**src/rtl/rr_arbiter16.sv**
```systemverilog
// 16-requester round-robin arbiter with a bounded grant tenure.
// The one-hot grant vector is decoded from the registered grant index.

module decoder4to16 (
    input  logic [3:0]  a,
    input  logic        en,
    output logic [15:0] y
);

    // One-hot decode of a, gated by en
    always_comb begin
        y = 16'h0000;
        if (en) begin
            y[a] = 1'b1;
        end else begin
            y = 16'h0000;
        end
    end

endmodule

module rr_arbiter16 #(
    parameter int MAX_HOLD = 16
) (
    input  logic        clk,
    input  logic        rst_n,
    input  logic [15:0] req,
    input  logic        done,
    output logic [3:0]  gnt_idx,
    output logic        gnt_valid,
    output logic [15:0] gnt,
    output logic        busy,
    output logic        timeout
);

    typedef enum logic [1:0] {
        S_IDLE    = 2'b00,
        S_GRANT   = 2'b01,
        S_RELEASE = 2'b10
    } state_t;

    localparam logic [7:0] MAX_HOLD_C = 8'(MAX_HOLD);

    state_t      state_r, state_n_s;
    logic [3:0]  ptr_r, ptr_n_s;
    logic [7:0]  hold_r, hold_n_s;
    logic [3:0]  gnt_idx_r, gnt_idx_n_s;
    logic        gnt_valid_r, gnt_valid_n_s;
    logic        busy_r, busy_n_s;
    logic        timeout_r, timeout_n_s;
    logic [4:0]  pick_s;
    logic        expire_s;
    logic        exit_s;

    // Returns {found, index}; scanning offsets high-to-low lets the nearest
    // requester after ptr overwrite farther ones, and offset 16 wraps to ptr.
    function automatic logic [4:0] rr_pick(input logic [15:0] r, input logic [3:0] p);
        logic [4:0] res;
        logic [3:0] idx;
        res = 5'b0_0000;
        for (int i = 16; i >= 1; i--) begin
            idx = p + 4'(i);
            if (r[idx]) begin
                res = {1'b1, idx};
            end else begin
                res = res;
            end
        end
        return res;
    endfunction

    assign pick_s   = rr_pick(req, ptr_r);
    assign expire_s = (hold_r == MAX_HOLD_C);
    assign exit_s   = done | ~req[gnt_idx_r] | expire_s;

    // Next-state and next-output logic
    always_comb begin
        state_n_s     = state_r;
        ptr_n_s       = ptr_r;
        hold_n_s      = hold_r;
        gnt_idx_n_s   = gnt_idx_r;
        gnt_valid_n_s = gnt_valid_r;
        busy_n_s      = busy_r;
        timeout_n_s   = 1'b0;
        case (state_r)
            S_IDLE: begin
                if (pick_s[4]) begin
                    state_n_s     = S_GRANT;
                    gnt_idx_n_s   = pick_s[3:0];
                    hold_n_s      = 8'd1;
                    gnt_valid_n_s = 1'b1;
                    busy_n_s      = 1'b1;
                end else begin
                    state_n_s     = S_IDLE;
                    gnt_idx_n_s   = 4'd0;
                    gnt_valid_n_s = 1'b0;
                    busy_n_s      = 1'b0;
                end
            end
            S_GRANT: begin
                if (exit_s) begin
                    state_n_s     = S_RELEASE;
                    ptr_n_s       = gnt_idx_r;
                    gnt_idx_n_s   = 4'd0;
                    gnt_valid_n_s = 1'b0;
                    busy_n_s      = 1'b1;
                    // Expiry only counts when nothing else ended the tenure
                    timeout_n_s   = expire_s & ~done & req[gnt_idx_r];
                end else if (hold_r < MAX_HOLD_C) begin
                    hold_n_s = hold_r + 8'd1;
                end else begin
                    hold_n_s = hold_r;
                end
            end
            S_RELEASE: begin
                state_n_s     = S_IDLE;
                gnt_idx_n_s   = 4'd0;
                gnt_valid_n_s = 1'b0;
                busy_n_s      = 1'b0;
            end
            default: begin
                state_n_s     = S_IDLE;
                ptr_n_s       = 4'hF;
                hold_n_s      = 8'd0;
                gnt_idx_n_s   = 4'd0;
                gnt_valid_n_s = 1'b0;
                busy_n_s      = 1'b0;
            end
        endcase
    end

    // State and output registers
    always_ff @(posedge clk or negedge rst_n) begin
        if (!rst_n) begin
            state_r     <= S_IDLE;
            ptr_r       <= 4'hF;
            hold_r      <= 8'd0;
            gnt_idx_r   <= 4'd0;
            gnt_valid_r <= 1'b0;
            busy_r      <= 1'b0;
            timeout_r   <= 1'b0;
        end else begin
            state_r     <= state_n_s;
            ptr_r       <= ptr_n_s;
            hold_r      <= hold_n_s;
            gnt_idx_r   <= gnt_idx_n_s;
            gnt_valid_r <= gnt_valid_n_s;
            busy_r      <= busy_n_s;
            timeout_r   <= timeout_n_s;
        end
    end

    decoder4to16 u_dec (
        .a  (gnt_idx_r),
        .en (gnt_valid_r),
        .y  (gnt)
    );

    assign gnt_idx   = gnt_idx_r;
    assign gnt_valid = gnt_valid_r;
    assign busy      = busy_r;
    assign timeout   = timeout_r;

endmodule

```
**config.mk**
```make
export PLATFORM = sky130hd
export DESIGN_NAME = rr_arbiter16
export DESIGN_NICKNAME = d
export VERILOG_FILES = /design/src/rtl/rr_arbiter16.sv
export SDC_FILE = /design/constraint.sdc
export NUM_CORES = 1
export LEC_CHECK = 0
export CAP_MARGIN = 20
export CORE_MARGIN = 10
export CORE_UTILIZATION = 58
export DETAILED_ROUTE_END_ITERATION = 12
export PLACE_DENSITY = 0.82
export SYNTH_ARGS = -nofsm -noshare
export SYNTH_HDL_FRONTEND = slang
export SYNTH_SLANG_ARGS = --single-unit
```
**constraint.sdc**
```tcl
create_clock -name clk -period 4.7 [get_ports clk]
set_input_delay 0.705 -clock clk [delete_from_list [all_inputs] [get_ports clk]]
set_output_delay 0.705 -clock clk [all_outputs]
set_load 0.01 [all_outputs]
```
==> tab_implementation.tex, run 1 <==
\begin{tabular}{lr}
\hline
Metric & Value \\
\hline
\multicolumn{2}{l}{\textbf{Die}} \\
\quad Number of top-level pins & 42 \\
\quad Initial core utilization & 0.6027 \\
\quad Placeable core region & 5956 um2 \\
\quad Die height & 98.67 um \\
\quad Floorplan die area & 9736 um2 \\
\quad Horizontal die dimension & 98.67 um \\
\quad Row count & 28 \\
\multicolumn{2}{l}{\textbf{Global route}} \\
\quad Grt met3 use & 0.03631 \\
\quad Met2 track demand over resource & 0.3500 \\
\quad Number of antenna violations at the first check in global routing & 0 \\
\quad GRT Residual Overflow & 0 \\
\quad Maximum number of pins on one net before global-route repair & 42 \\
\quad Global-route track usage on met1 & 0.3184 \\
\quad Via count of the first global-routing pass & 3233 \\
\quad Overall global routing resource usage & 0.2262 \\
\quad Most Crowded Layer GR & met2 \\
\quad Wire length of the first global-routing pass & 18270 um \\
\multicolumn{2}{l}{\textbf{Routing}} \\
\quad Remaining antenna violation count & 0 \\
\quad Routed via count & 3689 \\
\quad Routed WL per cell & about 23 um \\
\quad Count of unresolved DRC violations after routing & 0 \\
\quad Count of routing violations after the opening detailed-route iteration & 479 \\
\quad First-pass iteration count of the detailed router & 5 \\
\quad DR vias/cell & 7.262 \\
\quad Drt total wl & 11540 um \\
\multicolumn{2}{l}{\textbf{STA}} \\
\quad Clock tree skew after final layout & roughly 5.2 ps \\
\quad Final number of setup-violating endpoints & 0 \\
\quad Achievable frequency & 241.4 MHz \\
\quad Slew Viols, Final & 0 \\
\quad Hold Vio Cnt, Final & 0 \\
\quad Worst relative slew slack & 0.3716 \\
\quad Unrepaired setup endpoints after global routing & false \\
\quad Actual slew at the worst max-slew pin & 939.7 ps \\
\quad Minimum clock period & roughly 4100 ps \\
\quad Fin crit share & 0.8815 \\
\quad TNS Setup & 0 ps \\
\multicolumn{2}{l}{\textbf{Final layout}} \\
\quad Final core utilization & 0.6838 \\
\quad Most used cells in the layout excluding fill and tap cells & 41 x sky130\_fd\_sc\_hd\_\_clkdlybuf4s50\_1, 37 x sky130\_fd\_sc\_hd\_\_nor2\_1, 30 x sky130\_fd\_sc\_hd\_\_nand2\_1, 25 x sky130\_fd\_sc\_hd\_\_mux4\_2, 22 x sky130\_fd\_sc\_hd\_\_a21oi\_1 \\
\quad Total number of nets in the final design & 462 \\
\quad Post-route cell area & between 4000 and 5000 um2 \\
\quad Commonest non-fill, non-tap cell in the layout & sky130\_fd\_sc\_hd\_\_clkdlybuf4s50\_1 \\
\quad Share of layout cells above drive strength 1 & 0.1663 \\
\quad Layout overhead on the synthesized area & 13.45\% \\
\quad Count of fill cells added during filler insertion & 501 \\
\quad Footprint of the flip-flops and latches & between 500 and 600 um2 \\
\quad Multi-input logic area & 2890 um2 \\
\quad Number of inserted diodes & 0 \\
\multicolumn{2}{l}{\textbf{CTS}} \\
\quad Buffers inserted during post-CTS setup optimization & 0 \\
\quad Latest clock arrival within the worst-skew pair & 270 ps \\
\quad CTS hold repair buffers & 0 \\
\quad Number of levels in the clock H-tree & 1 \\
\quad Clock sinks & 20 \\
\quad \# resized after CTS & 0 \\
\quad CTS tree & done \\
\quad CTS root buf & sky130\_fd\_sc\_hd\_\_clkbuf\_8 \\
\quad TritonCTS buffer count & 3 \\
\quad Clock transition at path regs & roughly 80 ps \\
\quad Buffers from clock root to sink, at most & 2 \\
\multicolumn{2}{l}{\textbf{Critical path}} \\
\quad Startpoint of the lowest-slack register-to-register path & ptr\_r[2] \\
\quad Worst setup slack for register-to-register paths & 560 ps \\
\quad Crit path launch type & register \\
\quad Capture point of the worst reg-to-reg path & gnt\_idx[3] \\
\quad Category of the worst setup path capture point & register \\
\quad Reg2reg path depth & 7 \\
\quad Type of the worst setup path & reg2reg \\
\quad Master of the slowest instance on the critical path & sky130\_fd\_sc\_hd\_\_dfstp\_2 \\
\quad Worst EP arrival & 4260 ps \\
\quad Worst Path Max Fanout & 17 \\
\quad Largest stage delay, worst path & 830 ps \\
\quad CP Data Required Time & between 4000 and 5000 ps \\
\quad Critical path cell sequence & clkinv\_1, ha\_1, mux4\_2, nor4\_1, o2111ai\_1, a2111oi\_0, a211oi\_1 \\
\multicolumn{2}{l}{\textbf{Hold path}} \\
\quad Tightest Hold Check Type & reg2reg \\
\quad Worst Hold Path Cells & 2 \\
\quad Hold Crit Endpoint & busy \\
\quad Worst Min Path Start & busy \\
\multicolumn{2}{l}{\textbf{Placement}} \\
\quad Cell area reported after detailed placement & roughly 4000 um2 \\
\quad Final Wtd Congestion & 1.035 \\
\quad Detailed placement HPWL & 8834 um \\
\quad Buffers added on ports & 41 \\
\multicolumn{2}{l}{\textbf{Logic synthesis}} \\
\quad Number of warnings printed during yosys synthesis & 0 \\
\quad Number of synthesized flops with an enable pin & 0 \\
\quad Top\_reg\_cell synth & sky130\_fd\_sc\_hd\_\_dfrtp\_1 \\
\quad Library cells used by synthesis & 76 \\
\quad Syn Area/Cell & 8.798 um2 \\
\quad Sequential element share of the synthesized area & 0.1408 \\
\quad Async S/R FF share, synth & 1.000 \\
\quad Post-synth top area cell & sky130\_fd\_sc\_hd\_\_mux4\_2 \\
\quad Cells after synthesis & 408 \\
\quad Netlist area before placement & 3590 um2 \\
\quad Syn Nets & between 400 and 500 \\
\quad Area share of the leading cell type in the synthesized netlist & 0.1568 \\
\quad Number of synthesized register bits & 20 \\
\quad Main area contributors after synthesis & sky130\_fd\_sc\_hd\_\_mux4\_2 16\%, sky130\_fd\_sc\_hd\_\_dfrtp\_1 11\%, sky130\_fd\_sc\_hd\_\_mux2i\_1 5.9\% \\
\multicolumn{2}{l}{\textbf{Job}} \\
\quad Total of max-cap violations & 0 \\
\multicolumn{2}{l}{\textbf{Status}} \\
\quad Run status & complete, no violations \\
\hline
\end{tabular}
cell usage after synthesis (all sizes together), types with 3 or more instances:
cell type   n
o2111ai     4
clkinv      3
a2111oi     5
nand3b      5
ha          9
a21o        3
or4         3
nand2b      5
and3        4
o31ai       6
nor2       38
a22oi       4
o21ai      14
a221o       3
xor2        4
nand3      18
xnor2       8
and2        6
o211ai      5
o31a        3
o22a        5
buf        17
a211o       4
mux2       12
nand4       4
clkbuf     10
nor4        5
a211oi     10
nor2b      11
dfstp       4
mux2i      23
nor3       15
mux4       28
dfrtp      16
a21oi      23
a31oi       3
nand2      32
inv        10
o22ai       3
layer usage:
metal  vias up  wire length, um
li1       1642                -
met1      1763             4652
met2       259             5294
met3        25             1301
met4         0              286
met5         -                0
critical path, delay by kind of cell (launching register included):
family | cells | cell delay, ps
buffers and inverters | 1 | 430
adders and majority gates | 1 | 730
DFF | 1 | 830
AOI/OAI and AO/OA | 3 | 1050
muxes | 1 | 500
and+or+nand+nor | 1 | 420
flip-flops by register name (all words and copies together) (netlist names):
name,flops
busy,1
state_r,1
ptr_r,4
hold_r,8
gnt_idx,4
timeout,1
gnt_valid,1
logic make-up after synthesis:
logic type	share of synthesized area
compound gates	0.2206
flops	0.1408
simple gates	0.2328
fa+ha+maj	0.03137
mux	0.2848
buf+inv	0.05402
xor+xnor	0.03555
cell type report:
class / instances / share of cell area
multi-input cells: 348 / 0.7097
flip-flops and latches: 20 / 0.1241
repair buffers: 48 / 0.1137
well taps: 75 / 0.02304
inverters: 13 / 0.01198
clock buffers: 3 / 0.01014
clock inverters: 1 / 0.007373
through the flow:
stage          std cells  setup WS [ps]  hold WS [ps]
3_5_place_dp         504          592.0         506.9
6_report             508          557.0         534.5
4_1_cts              508          736.6         527.2
5_1_grt              508          376.5         572.3
2_1_floorplan        408          423.4         409.4
3_3_place_gp         504          559.8         500.9
worst max-delay path by stage:
stage / start / endpoint / slack [ps] / depth (start not counted)
after CTS: ptr_r[0] / hold_r[1] / 740 / 9
after detailed placement: req[15] / gnt_idx[3] / 590 / 7
final: ptr_r[2] / gnt_idx[3] / 560 / 7
after global routing: ptr_r[0] / hold_r[1] / 380 / 11
after global placement: req[15] / gnt_idx[3] / 560 / 7
after floorplan: ptr_r[1] / hold_r[0] / 420 / 15
Power of run 1 is left out: the tool's default activity adds up to more than one toggle a clock period on the data nets, which glitch-free logic cannot reach.
==> run 2, diff against run 1 <==
Settings changed: CAP_MARGIN 20 to unset.
Clock period 4.7 ns to 3.9 ns, I/O delays scaled along.
==> tab_implementation.tex, run 2 (synthesis gave the netlist of run 1 again) <==
\begin{tabular}{lr}
\hline
Metric & Value \\
\hline
\multicolumn{2}{l}{\textbf{Status}} \\
\quad Run status & complete, no violations (unchanged) \\
\multicolumn{2}{l}{\textbf{Die}} \\
\quad Initial core utilization & 0.6027 (unchanged) \\
\quad Number of top-level pins & 42 (unchanged) \\
\quad Floorplan die area & 9736 um2 (unchanged) \\
\quad Horizontal die dimension & 98.67 um (unchanged) \\
\quad Placeable core region & 5956 um2 (unchanged) \\
\quad Row count & 28 (unchanged) \\
\quad Die height & 98.67 um (unchanged) \\
\multicolumn{2}{l}{\textbf{Final layout}} \\
\quad Count of fill cells added during filler insertion & 471 (was 501) \\
\quad Top register by number of flip-flops & hold\_r (unchanged) \\
\quad Flip-flop count of the largest register after layout & 8 (unchanged) \\
\quad Layout overhead on the synthesized area & 16.21\% (was 13.45\%) \\
\quad Most used cells in the layout excluding fill and tap cells & 41 x sky130\_fd\_sc\_hd\_\_clkdlybuf4s50\_1, 37 x sky130\_fd\_sc\_hd\_\_nor2\_1, 30 x sky130\_fd\_sc\_hd\_\_nand2\_1, 25 x sky130\_fd\_sc\_hd\_\_mux4\_2, 22 x sky130\_fd\_sc\_hd\_\_a21oi\_1 (unchanged) \\
\quad Total number of nets in the final design & 471 (was 462) \\
\quad Share of layout cells above drive strength 1 & 0.1878 (was 0.1663) \\
\quad Commonest non-fill, non-tap cell in the layout & sky130\_fd\_sc\_hd\_\_clkdlybuf4s50\_1 (unchanged) \\
\quad Number of inserted diodes & 0 (unchanged) \\
\quad Post-route cell area & 4172 um2 (was 4073 um2) \\
\quad Layout Cells excl Fill & 517 (was 508) \\
\multicolumn{2}{l}{\textbf{CTS}} \\
\quad CTS hold repair buffers & 0 (unchanged) \\
\quad CTS root buf & sky130\_fd\_sc\_hd\_\_clkbuf\_8 (unchanged) \\
\quad Clock transition at path regs & 70 ps (was 80 ps) \\
\quad TritonCTS buffer count & 3 (unchanged) \\
\quad Buffers from clock root to sink, at most & 2 (unchanged) \\
\quad CTS tree & done (unchanged) \\
\quad Latest clock arrival within the worst-skew pair & 260 ps (was 270 ps) \\
\quad Number of levels in the clock H-tree & 1 (unchanged) \\
\quad Clock sinks & 20 (unchanged) \\
\multicolumn{2}{l}{\textbf{Critical path}} \\
\quad Worst setup slack for register-to-register paths & 130 ps (was 560 ps) \\
\quad Reg2reg path depth & 8 (was 7) \\
\quad Type of the worst setup path & reg2reg (unchanged) \\
\quad Critical path cell sequence & buf\_4, ha\_1, xor2\_1, mux4\_2, nor4\_1, o2111ai\_1, a2111oi\_2, a211oi\_1 (was clkinv\_1, ha\_1, mux4\_2, nor4\_1, o2111ai\_1, a2111oi\_0, a211oi\_1) \\
\quad Category of the worst setup path capture point & register (unchanged) \\
\quad Worst Path Max Fanout & 29 (was 17) \\
\quad Capture point of the worst reg-to-reg path & gnt\_idx[3] (unchanged) \\
\quad Largest stage delay, worst path & 700 ps (was 830 ps) \\
\quad Worst EP arrival & 3880 ps (was 4260 ps) \\
\quad Category of cells accounting for the largest share of critical-path delay & compound AO/OA/AOI/OAI gates (unchanged) \\
\quad CP Data Required Time & 4020 ps (was 4810 ps) \\
\quad Master of the slowest instance on the critical path & sky130\_fd\_sc\_hd\_\_mux4\_2 (was sky130\_fd\_sc\_hd\_\_dfstp\_2) \\
\quad Critical path buffer and inverter count & 1 (unchanged) \\
\quad Crit path launch type & register (unchanged) \\
\quad Startpoint of the lowest-slack register-to-register path & ptr\_r[1] (was ptr\_r[2]) \\
\multicolumn{2}{l}{\textbf{Routing}} \\
\quad First-pass iteration count of the detailed router & 5 (unchanged) \\
\quad Count of routing violations after the opening detailed-route iteration & 370 (was 479) \\
\quad Remaining antenna violation count & 0 (unchanged) \\
\quad WL met2 & 5436 um (was 5294 um) \\
\quad DR vias/cell & 7.128 (was 7.262) \\
\quad Routed via count & 3685 (was 3689) \\
\quad Count of unresolved DRC violations after routing & 0 (unchanged) \\
\quad Routed WL per cell & 22.08 um (was 22.71 um) \\
\quad Topmost layer with routed signal wires & met4 (unchanged) \\
\quad Drt total wl & 11420 um (was 11540 um) \\
\quad Sum of routed wire segments on met1 & 4588 um (was 4652 um) \\
\quad Met3 WL & 982 um (was 1301 um) \\
\multicolumn{2}{l}{\textbf{STA}} \\
\quad Achievable frequency & 265.6 MHz (was 241.4 MHz) \\
\quad Actual slew at the worst max-slew pin & 884.4 ps (was 939.7 ps) \\
\quad Slew Viols, Final & 0 (unchanged) \\
\quad Final number of setup-violating endpoints & 0 (unchanged) \\
\quad Clock tree skew after final layout & 6.474 ps (was 5.215 ps) \\
\quad Minimum clock period & 3765 ps (was 4143 ps) \\
\quad TNS Setup & 0 ps (unchanged) \\
\quad Worst relative slew slack & 0.4086 (was 0.3716) \\
\quad Hold Vio Cnt, Final & 0 (unchanged) \\
\quad Fin crit share & 0.9654 (was 0.8815) \\
\quad Worst-case setup margin in the final layout & 134.8 ps (was 557.0 ps) \\
\multicolumn{2}{l}{\textbf{Hold path}} \\
\quad Tightest Hold Check Type & reg2reg (unchanged) \\
\quad Hold Crit Endpoint & busy (unchanged) \\
\quad Worst Hold Path Cells & 2 (unchanged) \\
\quad Worst Min Path Start & busy (unchanged) \\
\multicolumn{2}{l}{\textbf{Global route}} \\
\quad Wire length of the first global-routing pass & 18270 um (unchanged) \\
\quad Maximum number of pins on one net before global-route repair & 42 (unchanged) \\
\quad GRT Residual Overflow & 0 (unchanged) \\
\quad Number of antenna violations at the first check in global routing & 0 (unchanged) \\
\quad Via count of the first global-routing pass & 3436 (was 3233) \\
\quad Overall global routing resource usage & 0.2216 (was 0.2262) \\
\multicolumn{2}{l}{\textbf{Placement}} \\
\quad Buffers added on ports & 41 (unchanged) \\
\quad Cell Count Post-Placement & 512 (was 504) \\
\quad Final Wtd Congestion & 0.9927 (was 1.035) \\
\quad Detailed placement HPWL & 8839 um (was 8834 um) \\
\quad Cell area reported after detailed placement & 4100 um2 (was 4001 um2) \\
\quad Worst setup timing slack at the placement stage & -215.8 ps (was 592.0 ps) \\
\multicolumn{2}{l}{\textbf{Job}} \\
\quad Total of max-cap violations & 0 (unchanged) \\
\hline
\end{tabular}
[run 2: worst max-delay path by stage]
stage / depth (start not counted) / slack [ps] / start / end
3_3_place_gp: 7 / -280 / req[7] / gnt_idx[3]
5_1_grt: 8 / -10 / ptr_r[1] / gnt_idx[3]
2_1_floorplan: 14 / 3 / ptr_r[1] / hold_r[0]
3_5_place_dp: 7 / -220 / req[7] / gnt_idx[3]
4_1_cts: 8 / 90 / ptr_r[1] / gnt_idx[3]
6_report: 8 / 130 / ptr_r[1] / gnt_idx[3]
[run 2: tightest hold or removal path, cell delays in order (launching register included)]
cell and delay, ps:
sky130_fd_sc_hd__dfrtp_1 340, sky130_fd_sc_hd__o21ai_0 80, sky130_fd_sc_hd__nand2_1 60
[run 2: timing repair]
item                                    4_1_cts  5_1_grt
endpoints found under the setup margin        1        3
gates resized for setup                       1        1
pin swaps                                     0        1
buffers inserted                              0        1
hold endpoints to repair                      0        0
cloned                                        0        0
[run 2: per-layer routing]
| metal | global-route usage | up-vias |
|---|---|---|
| met2 | 0.3570 | 235 |
| met1 | 0.2929 | 1758 |
| li1 | - | 1654 |
| met5 | 0 | - |
| met3 | 0.03422 | 38 |
| met4 | 0.07938 | 0 |
[run 2: layout make-up]
cell class              instances  area, um2  share of cell area
flip-flops and latches         20      505.5              0.1212
multi-input cells             348       2923              0.7007
inverters                      13      48.80             0.01170
repair buffers                 57      555.5              0.1332
well taps                      75      93.84             0.02250
clock buffers                   4      45.04             0.01080
[run 2: per-stage QoR]
stage / hold WS, ps / util
global route: 566.4 / 0.7004
detailed placement: 509.6 / 0.6884
floorplan: 289.4 / -
finish: 521.3 / 0.7004
global placement: 524.4 / 0.6884
CTS: 527.6 / 0.6962
Power of run 2 is left out for the same reason.
==> run 3, diff against run 2 <==
Settings changed: CELL_PAD_IN_SITES_DETAIL_PLACEMENT set to 1, CELL_PAD_IN_SITES_GLOBAL_PLACEMENT set to 2, CORE_UTILIZATION 58 to 36, PLACE_DENSITY 0.82 to 0.9.
==> tab_implementation.tex, run 3 (synthesis gave the netlist of run 1 again) <==
\begin{tabular}{lr}
\hline
Metric & Value \\
\hline
\multicolumn{2}{l}{\textbf{Status}} \\
\quad Run status & complete, no violations (unchanged) \\
\multicolumn{2}{l}{\textbf{Critical path}} \\
\quad Largest stage delay, worst path & 790 ps (was 700 ps) \\
\quad Category of the worst setup path capture point & register (unchanged) \\
\quad Worst EP arrival & 3910 ps (was 3880 ps) \\
\quad Critical path cell sequence & buf\_4, mux4\_1, mux4\_2, nor4\_1, o2111ai\_1, a2111oi\_4, a211oi\_1 (was buf\_4, ha\_1, xor2\_1, mux4\_2, nor4\_1, o2111ai\_1, a2111oi\_2, a211oi\_1) \\
\quad Category of cells accounting for the largest share of critical-path delay & multiplexers (was compound AO/OA/AOI/OAI gates) \\
\quad CP Data Required Time & 4040 ps (was 4020 ps) \\
\quad Critical path buffer and inverter count & 1 (unchanged) \\
\quad Master of the slowest instance on the critical path & sky130\_fd\_sc\_hd\_\_mux4\_1 (was sky130\_fd\_sc\_hd\_\_mux4\_2) \\
\quad Type of the worst setup path & reg2reg (unchanged) \\
\quad Worst Path Max Fanout & 31 (was 29) \\
\quad Crit path launch type & register (unchanged) \\
\multicolumn{2}{l}{\textbf{Routing}} \\
\quad DR vias/cell & 6.346 (was 7.128) \\
\quad Routed WL per cell & 23.82 um (was 22.08 um) \\
\quad Routed via count & 3706 (was 3685) \\
\quad Count of routing violations after the opening detailed-route iteration & 210 (was 370) \\
\quad First-pass iteration count of the detailed router & 5 (unchanged) \\
\quad Drt total wl & 13910 um (was 11420 um) \\
\quad Remaining antenna violation count & 0 (unchanged) \\
\quad Count of unresolved DRC violations after routing & 0 (unchanged) \\
\multicolumn{2}{l}{\textbf{STA}} \\
\quad Final number of setup-violating endpoints & 0 (unchanged) \\
\quad Slew Viols, Final & 0 (unchanged) \\
\quad Actual slew at the worst max-slew pin & 1074 ps (was 884.4 ps) \\
\quad Achievable frequency & 265.5 MHz (was 265.6 MHz) \\
\quad Clock tree skew after final layout & 2.799 ps (was 6.474 ps) \\
\quad Hold Vio Cnt, Final & 0 (unchanged) \\
\quad Worst relative slew slack & 0.2817 (was 0.4086) \\
\quad Unrepaired setup endpoints after global routing & false \\
\quad Minimum clock period & 3767 ps (was 3765 ps) \\
\quad Worst-case setup margin in the final layout & 133.0 ps (was 134.8 ps) \\
\quad Fin crit share & 0.9659 (was 0.9654) \\
\multicolumn{2}{l}{\textbf{Die}} \\
\quad Die height & 119.9 um (was 98.67 um) \\
\quad Placeable core region & 9729 um2 (was 5956 um2) \\
\quad Row count & 36 (was 28) \\
\quad Horizontal die dimension & 119.9 um (was 98.67 um) \\
\quad Floorplan die area & 14370 um2 (was 9736 um2) \\
\quad Initial core utilization & 0.3690 (was 0.6027) \\
\quad Number of top-level pins & 42 (unchanged) \\
\multicolumn{2}{l}{\textbf{Global route}} \\
\quad Overall global routing resource usage & 0.1915 (was 0.2216) \\
\quad Wire length of the first global-routing pass & 22340 um (was 18270 um) \\
\quad GRT Residual Overflow & 0 (unchanged) \\
\quad Via count of the first global-routing pass & 3897 (was 3436) \\
\quad Maximum number of pins on one net before global-route repair & 32 (was 42) \\
\quad Number of antenna violations at the first check in global routing & 0 (unchanged) \\
\multicolumn{2}{l}{\textbf{Hold path}} \\
\quad Tightest Hold Check Type & reg2reg (unchanged) \\
\multicolumn{2}{l}{\textbf{Placement}} \\
\quad Detailed placement HPWL & 11140 um (was 8839 um) \\
\quad Final Wtd Congestion & 0.9876 (was 0.9927) \\
\quad Cell area reported after detailed placement & 4235 um2 (was 4100 um2) \\
\quad Buffers added on ports & 41 (unchanged) \\
\quad Worst setup timing slack at the placement stage & -505.7 ps (was -215.8 ps) \\
\multicolumn{2}{l}{\textbf{Final layout}} \\
\quad Top register by number of flip-flops & hold\_r (unchanged) \\
\quad Final core utilization & 0.4453 (was 0.7004) \\
\quad Most used cells in the layout excluding fill and tap cells & 41 x sky130\_fd\_sc\_hd\_\_clkdlybuf4s50\_1, 37 x sky130\_fd\_sc\_hd\_\_nor2\_1, 30 x sky130\_fd\_sc\_hd\_\_nand2\_1, 25 x sky130\_fd\_sc\_hd\_\_mux4\_2, 24 x sky130\_fd\_sc\_hd\_\_buf\_4 (was 41 x sky130\_fd\_sc\_hd\_\_clkdlybuf4s50\_1, 37 x sky130\_fd\_sc\_hd\_\_nor2\_1, 30 x sky130\_fd\_sc\_hd\_\_nand2\_1, 25 x sky130\_fd\_sc\_hd\_\_mux4\_2, 22 x sky130\_fd\_sc\_hd\_\_a21oi\_1) \\
\quad Number of inserted diodes & 0 (unchanged) \\
\quad Flip-flop count of the largest register after layout & 8 (unchanged) \\
\quad Count of fill cells added during filler insertion & 1170 (was 471) \\
\quad Layout overhead on the synthesized area & 20.70\% (was 16.21\%) \\
\quad Post-route cell area & 4333 um2 (was 4172 um2) \\
\quad Total number of nets in the final design & 480 (was 471) \\
\quad Commonest non-fill, non-tap cell in the layout & sky130\_fd\_sc\_hd\_\_clkdlybuf4s50\_1 (unchanged) \\
\quad Share of layout cells above drive strength 1 & 0.2084 (was 0.1878) \\
\multicolumn{2}{l}{\textbf{Job}} \\
\quad Total of max-cap violations & 0 (unchanged) \\
\multicolumn{2}{l}{\textbf{CTS}} \\
\quad Latest clock arrival within the worst-skew pair & 270 ps (was 260 ps) \\
\quad Buffers from clock root to sink, at most & 2 (unchanged) \\
\quad Clock sinks & 20 (unchanged) \\
\quad CTS tree & done (unchanged) \\
\quad Number of levels in the clock H-tree & 1 (unchanged) \\
\quad CTS root buf & sky130\_fd\_sc\_hd\_\_clkbuf\_8 (unchanged) \\
\quad Clock transition at path regs & 90 ps (was 70 ps) \\
\quad CTS hold repair buffers & 0 (unchanged) \\
\quad TritonCTS buffer count & 3 (unchanged) \\
\hline
\end{tabular}
## run 3: path summary, 6_finish.rpt
check	cells after the start	startpoint	to	slack (ps)
setup / recovery	7	ptr_r[0]	gnt_idx[3]	130
min in group asynchronous	1	rst_n	timeout	890
hold / removal	2	busy	busy	530
setup reg to reg	7	ptr_r[0]	gnt_idx[3]	130
hold reg to reg	2	busy	busy	530
max in group asynchronous	1	rst_n	state_r[1]	2370
## run 3: tightest hold or removal path: stages, from the launching register on
cell and delay, ps:
sky130_fd_sc_hd__dfrtp_1 350, sky130_fd_sc_hd__o21ai_0 90, sky130_fd_sc_hd__nand2_1 70
## run 3: layer usage
layer	share of wire	wire (um)	track usage
met1	0.43	5951	0.2447
met2	0.47	6512	0.3078
met3	0.060	828	0.03282
met4	0.044	619	0.09050
met5	0	0	0
## run 3: final cells by class
cell class / instances / area [um2] / area share
multi-input combinational: 348 / 2939 / 0.6783
timing repair buffer: 66 / 601.8 / 0.1389
sequential: 20 / 505.5 / 0.1167
tap: 133 / 166.4 / 0.03841
inverter: 13 / 48.80 / 0.01126
clock buffer: 3 / 41.29 / 0.009529
clock inverter: 1 / 30.03 / 0.006930
## run 3: repair_timing
item,in CTS,in global routing
resized for setup,2,3
endpoints found under the setup margin,1,2
endpoints found under the hold margin,0,0
buffers inserted,0,0
## run 3: through the flow
| stage | TNS, ps | hold WS, ps | instances |
|---|---|---|---|
| 6_report | 0 | 533.6 | 584 |
| 5_1_grt | 0 | 585.4 | 584 |
| 4_1_cts | 0 | 540.3 | 584 |
| 3_5_place_dp | -505.7 | 516.8 | 580 |
| 3_3_place_gp | -515.2 | 510.6 | 580 |
| 2_1_floorplan | 0 | 289.4 | 408 |
Power of run 3 is left out for the same reason.
